===== src/rtl/chip8_pkg.sv =====
// Shared CHIP-8 display geometry, blitter state encoding and VRAM address packing.
// Latency: n/a. Backpressure: n/a.
package chip8_pkg;

    localparam int DISP_W     = 64;
    localparam int DISP_H     = 32;
    localparam int VRAM_DEPTH = 256;

    typedef enum logic [2:0] {
        ST_IDLE,
        ST_FETCH,
        ST_RD_L,
        ST_WR_L,
        ST_RD_R,
        ST_WR_R,
        ST_CLEAR,
        ST_DONE
    } blit_state_t;

    // One byte holds eight horizontal pixels; rows are 8 bytes wide.
    function automatic logic [15:0] vram_addr_pack(input logic [4:0] y_row, input logic [2:0] xbyte);
        return {8'h00, y_row, xbyte};
    endfunction

endpackage


===== src/rtl/sprite_aligner.sv =====
// Sprite aligner: mirrors a sprite byte into VRAM bit order and shifts it to its pixel offset.
// Latency: combinational.
// Backpressure: none.
module sprite_aligner (
    input  logic [7:0] spr_dat,
    input  logic [2:0] shift,
    output logic [7:0] mask_l,
    output logic [7:0] mask_r
);

    logic [7:0]  rev;
    logic [15:0] shifted;

    always_comb begin
        rev = '0;
        for (int i = 0; i < 8; i++) begin
            rev[i] = spr_dat[7-i];
        end
        shifted = {8'h00, rev} << shift;
        mask_l  = shifted[7:0];
        mask_r  = shifted[15:8];
    end

endmodule


===== src/rtl/sprite_blitter.sv =====
// Sprite blitter: DXYN XOR draw with collision and 00E0 clear on VRAM port A (SPRITE_WRAP_EN: edge wrap).
// Latency: 7 cycles/row aligned, 11 unaligned, clear 257; done_out one cycle after the last write.
// Backpressure: none; start pulses are accepted only in IDLE and ignored while busy.
module sprite_blitter
    import chip8_pkg::*;
#(
    parameter int MEM_LAT = 2,
    parameter int MEM_AW  = 12
) (
    input  logic              clk_in,
    input  logic              rst_in,
    input  logic              draw_start_in,
    input  logic              clear_start_in,
    input  logic [7:0]        x_in,
    input  logic [7:0]        y_in,
    input  logic [3:0]        n_in,
    input  logic [MEM_AW-1:0] sprite_addr_in,
    output logic [MEM_AW-1:0] mem_addr_out,
    input  logic [7:0]        mem_data_in,
    output logic [15:0]       vram_addr_out,
    input  logic [7:0]        vram_data_in,
    output logic [7:0]        vram_data_out,
    output logic              vram_we_out,
    output logic              busy_out,
    output logic              done_out,
    output logic              collision_out
);

    localparam logic [7:0] LAT_LAST = 8'(MEM_LAT);

    blit_state_t       state_q, state_nxt;
    logic [7:0]        cnt_q;
    logic [3:0]        row_q, n_q;
    logic [5:0]        x_q;
    logic [4:0]        y_q;
    logic [MEM_AW-1:0] base_q;
    logic [7:0]        spr_q, old_q;
    logic              coll_acc_q, coll_q;

    logic [7:0] mask_l, mask_r, wr_mask;
    logic [5:0] y_sum;
    logic [4:0] y_row;
    logic [2:0] xb_l, xb_r;
    logic       lat_hit, need_r, row_last, wr_state, hit, coll_fin;
    logic       unused_bits;

    sprite_aligner u_aligner (
        .spr_dat (spr_q),
        .shift   (x_q[2:0]),
        .mask_l  (mask_l),
        .mask_r  (mask_r)
    );

    assign unused_bits = ^{x_in[7:6], y_in[7:5], y_sum[5]};

    assign y_sum    = {1'b0, y_q} + {2'b00, row_q};
    assign y_row    = y_sum[4:0];
    assign xb_l     = x_q[5:3];
    assign xb_r     = xb_l + 3'd1;
    assign lat_hit  = (cnt_q == LAT_LAST);
    assign wr_state = (state_q == ST_WR_L) || (state_q == ST_WR_R);
    assign wr_mask  = (state_q == ST_WR_R) ? mask_r : mask_l;
    assign hit      = |(old_q & wr_mask);
    assign coll_fin = wr_state ? (coll_acc_q | hit) : 1'b0;

`ifdef SPRITE_WRAP_EN
    assign need_r   = (x_q[2:0] != 3'd0);
    assign row_last = (({1'b0, row_q} + 5'd1) == {1'b0, n_q});
`else
    // Right byte would fall off screen at xbyte 7; rows stop at the bottom edge.
    assign need_r   = (x_q[2:0] != 3'd0) && (xb_l != 3'd7);
    assign row_last = (({1'b0, row_q} + 5'd1) == {1'b0, n_q}) || (y_sum >= 6'(DISP_H - 1));
`endif

    always_comb begin
        state_nxt     = state_q;
        mem_addr_out  = '0;
        vram_addr_out = '0;
        vram_data_out = '0;
        vram_we_out   = 1'b0;
        case (state_q)
            ST_IDLE: begin
                if (clear_start_in) begin
                    state_nxt = ST_CLEAR;
                end else if (draw_start_in) begin
                    state_nxt = (n_in == 4'd0) ? ST_DONE : ST_FETCH;
                end
            end
            ST_FETCH: begin
                mem_addr_out = base_q + MEM_AW'(row_q);
                if (lat_hit) state_nxt = ST_RD_L;
            end
            ST_RD_L: begin
                vram_addr_out = vram_addr_pack(y_row, xb_l);
                if (lat_hit) state_nxt = ST_WR_L;
            end
            ST_WR_L: begin
                vram_addr_out = vram_addr_pack(y_row, xb_l);
                vram_data_out = old_q ^ mask_l;
                vram_we_out   = 1'b1;
                if (need_r)        state_nxt = ST_RD_R;
                else if (row_last) state_nxt = ST_DONE;
                else               state_nxt = ST_FETCH;
            end
            ST_RD_R: begin
                vram_addr_out = vram_addr_pack(y_row, xb_r);
                if (lat_hit) state_nxt = ST_WR_R;
            end
            ST_WR_R: begin
                vram_addr_out = vram_addr_pack(y_row, xb_r);
                vram_data_out = old_q ^ mask_r;
                vram_we_out   = 1'b1;
                state_nxt     = row_last ? ST_DONE : ST_FETCH;
            end
            ST_CLEAR: begin
                vram_addr_out = {8'h00, cnt_q};
                vram_we_out   = 1'b1;
                if (cnt_q == 8'(VRAM_DEPTH - 1)) state_nxt = ST_DONE;
            end
            ST_DONE: begin
                state_nxt = ST_IDLE;
            end
            default: begin
                state_nxt = ST_IDLE;
            end
        endcase
    end

    assign busy_out      = (state_q != ST_IDLE);
    assign done_out      = (state_q == ST_DONE);
    assign collision_out = coll_q;

    always_ff @(posedge clk_in or negedge rst_in) begin
        if (!rst_in) begin
            state_q    <= ST_IDLE;
            cnt_q      <= '0;
            row_q      <= '0;
            n_q        <= '0;
            x_q        <= '0;
            y_q        <= '0;
            base_q     <= '0;
            spr_q      <= '0;
            old_q      <= '0;
            coll_acc_q <= 1'b0;
            coll_q     <= 1'b0;
        end else begin
            state_q <= state_nxt;
            // Shared phase counter: memory wait slots, and the address during clear.
            cnt_q   <= (state_nxt != state_q) ? 8'd0 : cnt_q + 8'd1;
            if (state_q == ST_IDLE) begin
                coll_acc_q <= 1'b0;
                row_q      <= '0;
                if (draw_start_in && !clear_start_in) begin
                    x_q    <= x_in[5:0];
                    y_q    <= y_in[4:0];
                    n_q    <= n_in;
                    base_q <= sprite_addr_in;
                end
            end
            if (state_q == ST_FETCH && lat_hit) spr_q <= mem_data_in;
            if ((state_q == ST_RD_L || state_q == ST_RD_R) && lat_hit) old_q <= vram_data_in;
            if (wr_state) coll_acc_q <= coll_acc_q | hit;
            if (wr_state && state_nxt == ST_FETCH) row_q <= row_q + 4'd1;
            if (state_nxt == ST_DONE && state_q != ST_DONE) coll_q <= coll_fin;
        end
    end

endmodule

===== config.mk =====
export PLATFORM = sky130hd
export DESIGN_NAME = sprite_blitter
export DESIGN_NICKNAME = d
export VERILOG_FILES = /design/src/rtl/chip8_pkg.sv /design/src/rtl/sprite_aligner.sv /design/src/rtl/sprite_blitter.sv
export SDC_FILE = /design/constraint.sdc
export NUM_CORES = 1
export LEC_CHECK = 0
export BUFFER_PORTS_ARGS = -buffer_cell sky130_fd_sc_hd__buf_2
export CAP_MARGIN = 30
export CORE_UTILIZATION = 40
export DETAILED_ROUTE_END_ITERATION = 16
export HOLD_SLACK_MARGIN = 0.06
export SLEW_MARGIN = 20
export SYNTH_ARGS = -nofsm -noshare
export SYNTH_HDL_FRONTEND = slang
export SYNTH_HIERARCHICAL = 1
export SYNTH_SLANG_ARGS = --single-unit

===== constraint.sdc =====
create_clock -name clk_in -period 3.1 [get_ports clk_in]
set_input_delay 0.465 -clock clk_in [delete_from_list [all_inputs] [get_ports clk_in]]
set_output_delay 0.465 -clock clk_in [all_outputs]
set_load 0.005 [all_outputs]

==> results.cfg <==
[status]
outcome = finished, final reports clean

[timing]
finalMaxSlewViolations = 0
whs_ps = 81.6
worst_slack_ps = 129
setup_viol = 0
final.setup.tns_ps = 0
fin_crit_sh_pct = 95.9
relSlewSlack_pct = 53.8
grt_setup_unrepaired = false
tightest_slew_ps = 686
min_period_ps = 2970
clock_skew_ps = 14.7
hold_viol_final = 0
max_freq_ghz = 0.337

[critical_path]
cpPeakStageDelay_ps = 440
critPathSlowestCell = fa_1
cp.arrival_ps = 3190
crit_cells = 10
crit_path_cell_trace = ha_1 -> inv_1 -> fa_1 -> nand2b_2 -> a2111oi_2 -> mux2i_1 -> a41oi_2 -> o21bai_2 -> a211oi_2 -> mux2_1
start_kind = flop
r2r_cells = 10
endpoint_kind = flop
path_buf_inv = 1
required_ps = 3320
path_delay_family = compound AO/OA/AOI/OAI gates
crit_type = flop to flop
cp_max_fo = 4

[cells_and_area]
layout.area.seq_um2 = 1500
n_antenna_cell = 0
multi_input_area_um2 = 2490
fillers = 976
mostFrequentLayoutCells = nand2_1 (106), buf_2 (78), dfrtp_1 (59)
fin_util_pct = 49.7
final_common_cell = nand2_1
drive_above_1_share_pct = 30.3
fin_nets = 617
area_growth_pct = 19.2

[placed_design]
dp.final_hpwl_um = 7370
place_congestion = 0.845
place_ws_ps = 104
port_buffers = 78

[clock_network]
h-tree-depth = 3
clk_pin_slew_ps = 70
cts-root-buf = clkbuf_8
cts_hold_buf = 0
cts_tree = done
clk_path_buf_depth = 2
clk_latency_ps = 350
cts_made_buffers = 9
clkSinkCount = 60

[global_route]
grt_usage_pct = 18.6
grt_pass1_vias = 3290
grt_start_max_net_pins = 40
gr-total-overflow = 0
grt_pass1_wl_um = 15900
antenna_found_initial = 0

[synthesis]
synth-seq-cells = 60
synth_cells = 459
ys.flop_type = dfrtp_1
synth_edf_count = 0
yosys_warnings = 6
ys_seq_area_share_pct = 36.3
synth.cell_area_um2 = 4130
synth_cell_type_count = 67
post_synth.cell_area_avg_um2 = 9.00
async_flop_share_pct = 100

[power_and_ir_drop]
p_leak_nw = 2.45
total_power_mw = 4.53
p_per_area_nw_per_um2 = 921
ir_drop_mv = 0.316

[detailed_routing]
drt_first_pass_iters = 4
ant_nets = 0
drt_first_iter_violations = 126
wirelength_um = 9770
viasPerCell = 5.08
drc = 0
dr_total_vias = 3452
wire_per_inst_um = 14.4

[floorplan]
die_area_um2 = 10700
die_height_um = 104
placementRows = 36
dieWidth_um = 104
start_util_pct = 41.7
core_um2 = 9910
ioPinCount = 92

[flow_run]
max_cap_violations = 0

[hold_path]
hp-class = input port to asynchronous set/reset pin
-- final timing paths --
check,end,start,slack (ps)
setup reg to reg,collision_out$_DFFE_PN0P_,row_q[0]$_DFFE_PN0P_,130
hold reg to reg,coll_acc_q$_DFFE_PN0P_,coll_acc_q$_DFFE_PN0P_,490
hold / removal,cnt_q[0]$_DFF_PN0_,rst_in,80
setup / recovery,collision_out$_DFFE_PN0P_,row_q[0]$_DFFE_PN0P_,130
min in group clk_in,x_q[0]$_DFFE_PN0P_,x_in[0],300
max in group asynchronous,x_q[1]$_DFFE_PN0P_,rst_in,2090
-- flip-flops by register name, indices dropped and copies added (netlist names) --
signal	cells
x_q	6
coll_acc_q	1
y_q	5
n_q	4
cnt_q	8
base_q	12
spr_q	8
row_q	4
state_q	3
collision_out	1
old_q	8
-- cells in the mapped netlist, types with 2 or more instances --
library cell | n | share of area (%)
a211oi_1 | 2 | 0.36
a21o_1 | 4 | 0.73
a21oi_1 | 10 | 1.2
a22o_1 | 2 | 0.42
and3_1 | 15 | 2.3
buf_2 | 2 | 0.24
buf_4 | 9 | 1.6
clkbuf_1 | 14 | 1.3
conb_1 | 2 | 0.18
dfrtp_1 | 60 | 36
fa_1 | 2 | 0.97
ha_1 | 21 | 6.4
inv_1 | 12 | 1.1
inv_2 | 2 | 0.18
mux2_2 | 27 | 7.4
mux2_4 | 3 | 1.1
mux2i_1 | 13 | 3.1
mux2i_4 | 2 | 1.1
nand2_1 | 106 | 9.6
nand2b_1 | 6 | 0.91
nand3_1 | 10 | 1.2
nor2_1 | 34 | 3.1
nor2b_1 | 5 | 0.76
nor3_1 | 6 | 0.73
nor3_2 | 2 | 0.48
nor3b_1 | 2 | 0.36
o21ai_0 | 13 | 1.6
o22ai_1 | 8 | 1.2
or2_1 | 2 | 0.30
or2_2 | 3 | 0.45
or3_1 | 3 | 0.45
xnor2_1 | 9 | 1.9
xor2_1 | 14 | 3.0
-- power by group --
part	switching [mW]	internal (mW)	total, mW
sequential	0.312	1.11	1.42
combinational	1.22	1.11	2.33
clock	0.336	0.449	0.785
-- cell type report --
type | count | share of cell area [%]
Tap cell | 133 | 3.38
Inverter | 14 | 1.07
Timing Repair Buffer | 92 | 10.1
Clock inverter | 7 | 1.85
Clock buffer | 9 | 2.52
Multi-Input combinational cell | 365 | 50.6
Sequential cell | 60 | 30.5
-- cells by family after synthesis --
group	synth area share (%)
AOI/OAI and AO/OA	10.4
xor gates and xnor gates	5.27
adders and majority gates	7.33
buffers and inverters	4.82
DFF	36.3
muxes	13.0
other	0.182
and+or+nand+nor	22.7
-- timing repair --
item	CTS	global route
endpoints found under the hold margin	0	0
setup buffers	0	0
setup endpoints to repair	0	12
gates resized for setup	0	8
-- worst register-to-register path, stage by stage, from the launching register on --
cell and delay, ps:
dfrtp_1 390, ha_1 230, inv_1 70, fa_1 440
nand2b_2 230, a2111oi_2 310, mux2i_1 220, a41oi_2 250
o21bai_2 120, a211oi_2 260, mux2_1 340
-- stage by stage --
step                cells  area, um^2
detailed placement    664        4680
global route          680        4920
floorplan             466        4160
global placement      664        4680
finish                680        4920
CTS                   680        4890
-- layer usage --
metal,wire (um),global-route usage (%)
met5,0,0
met4,127,6.83
met3,406,3.15
met2,4570,30.1
met1,4670,25.1
Note: power is estimated with default switching activity, not from simulation.
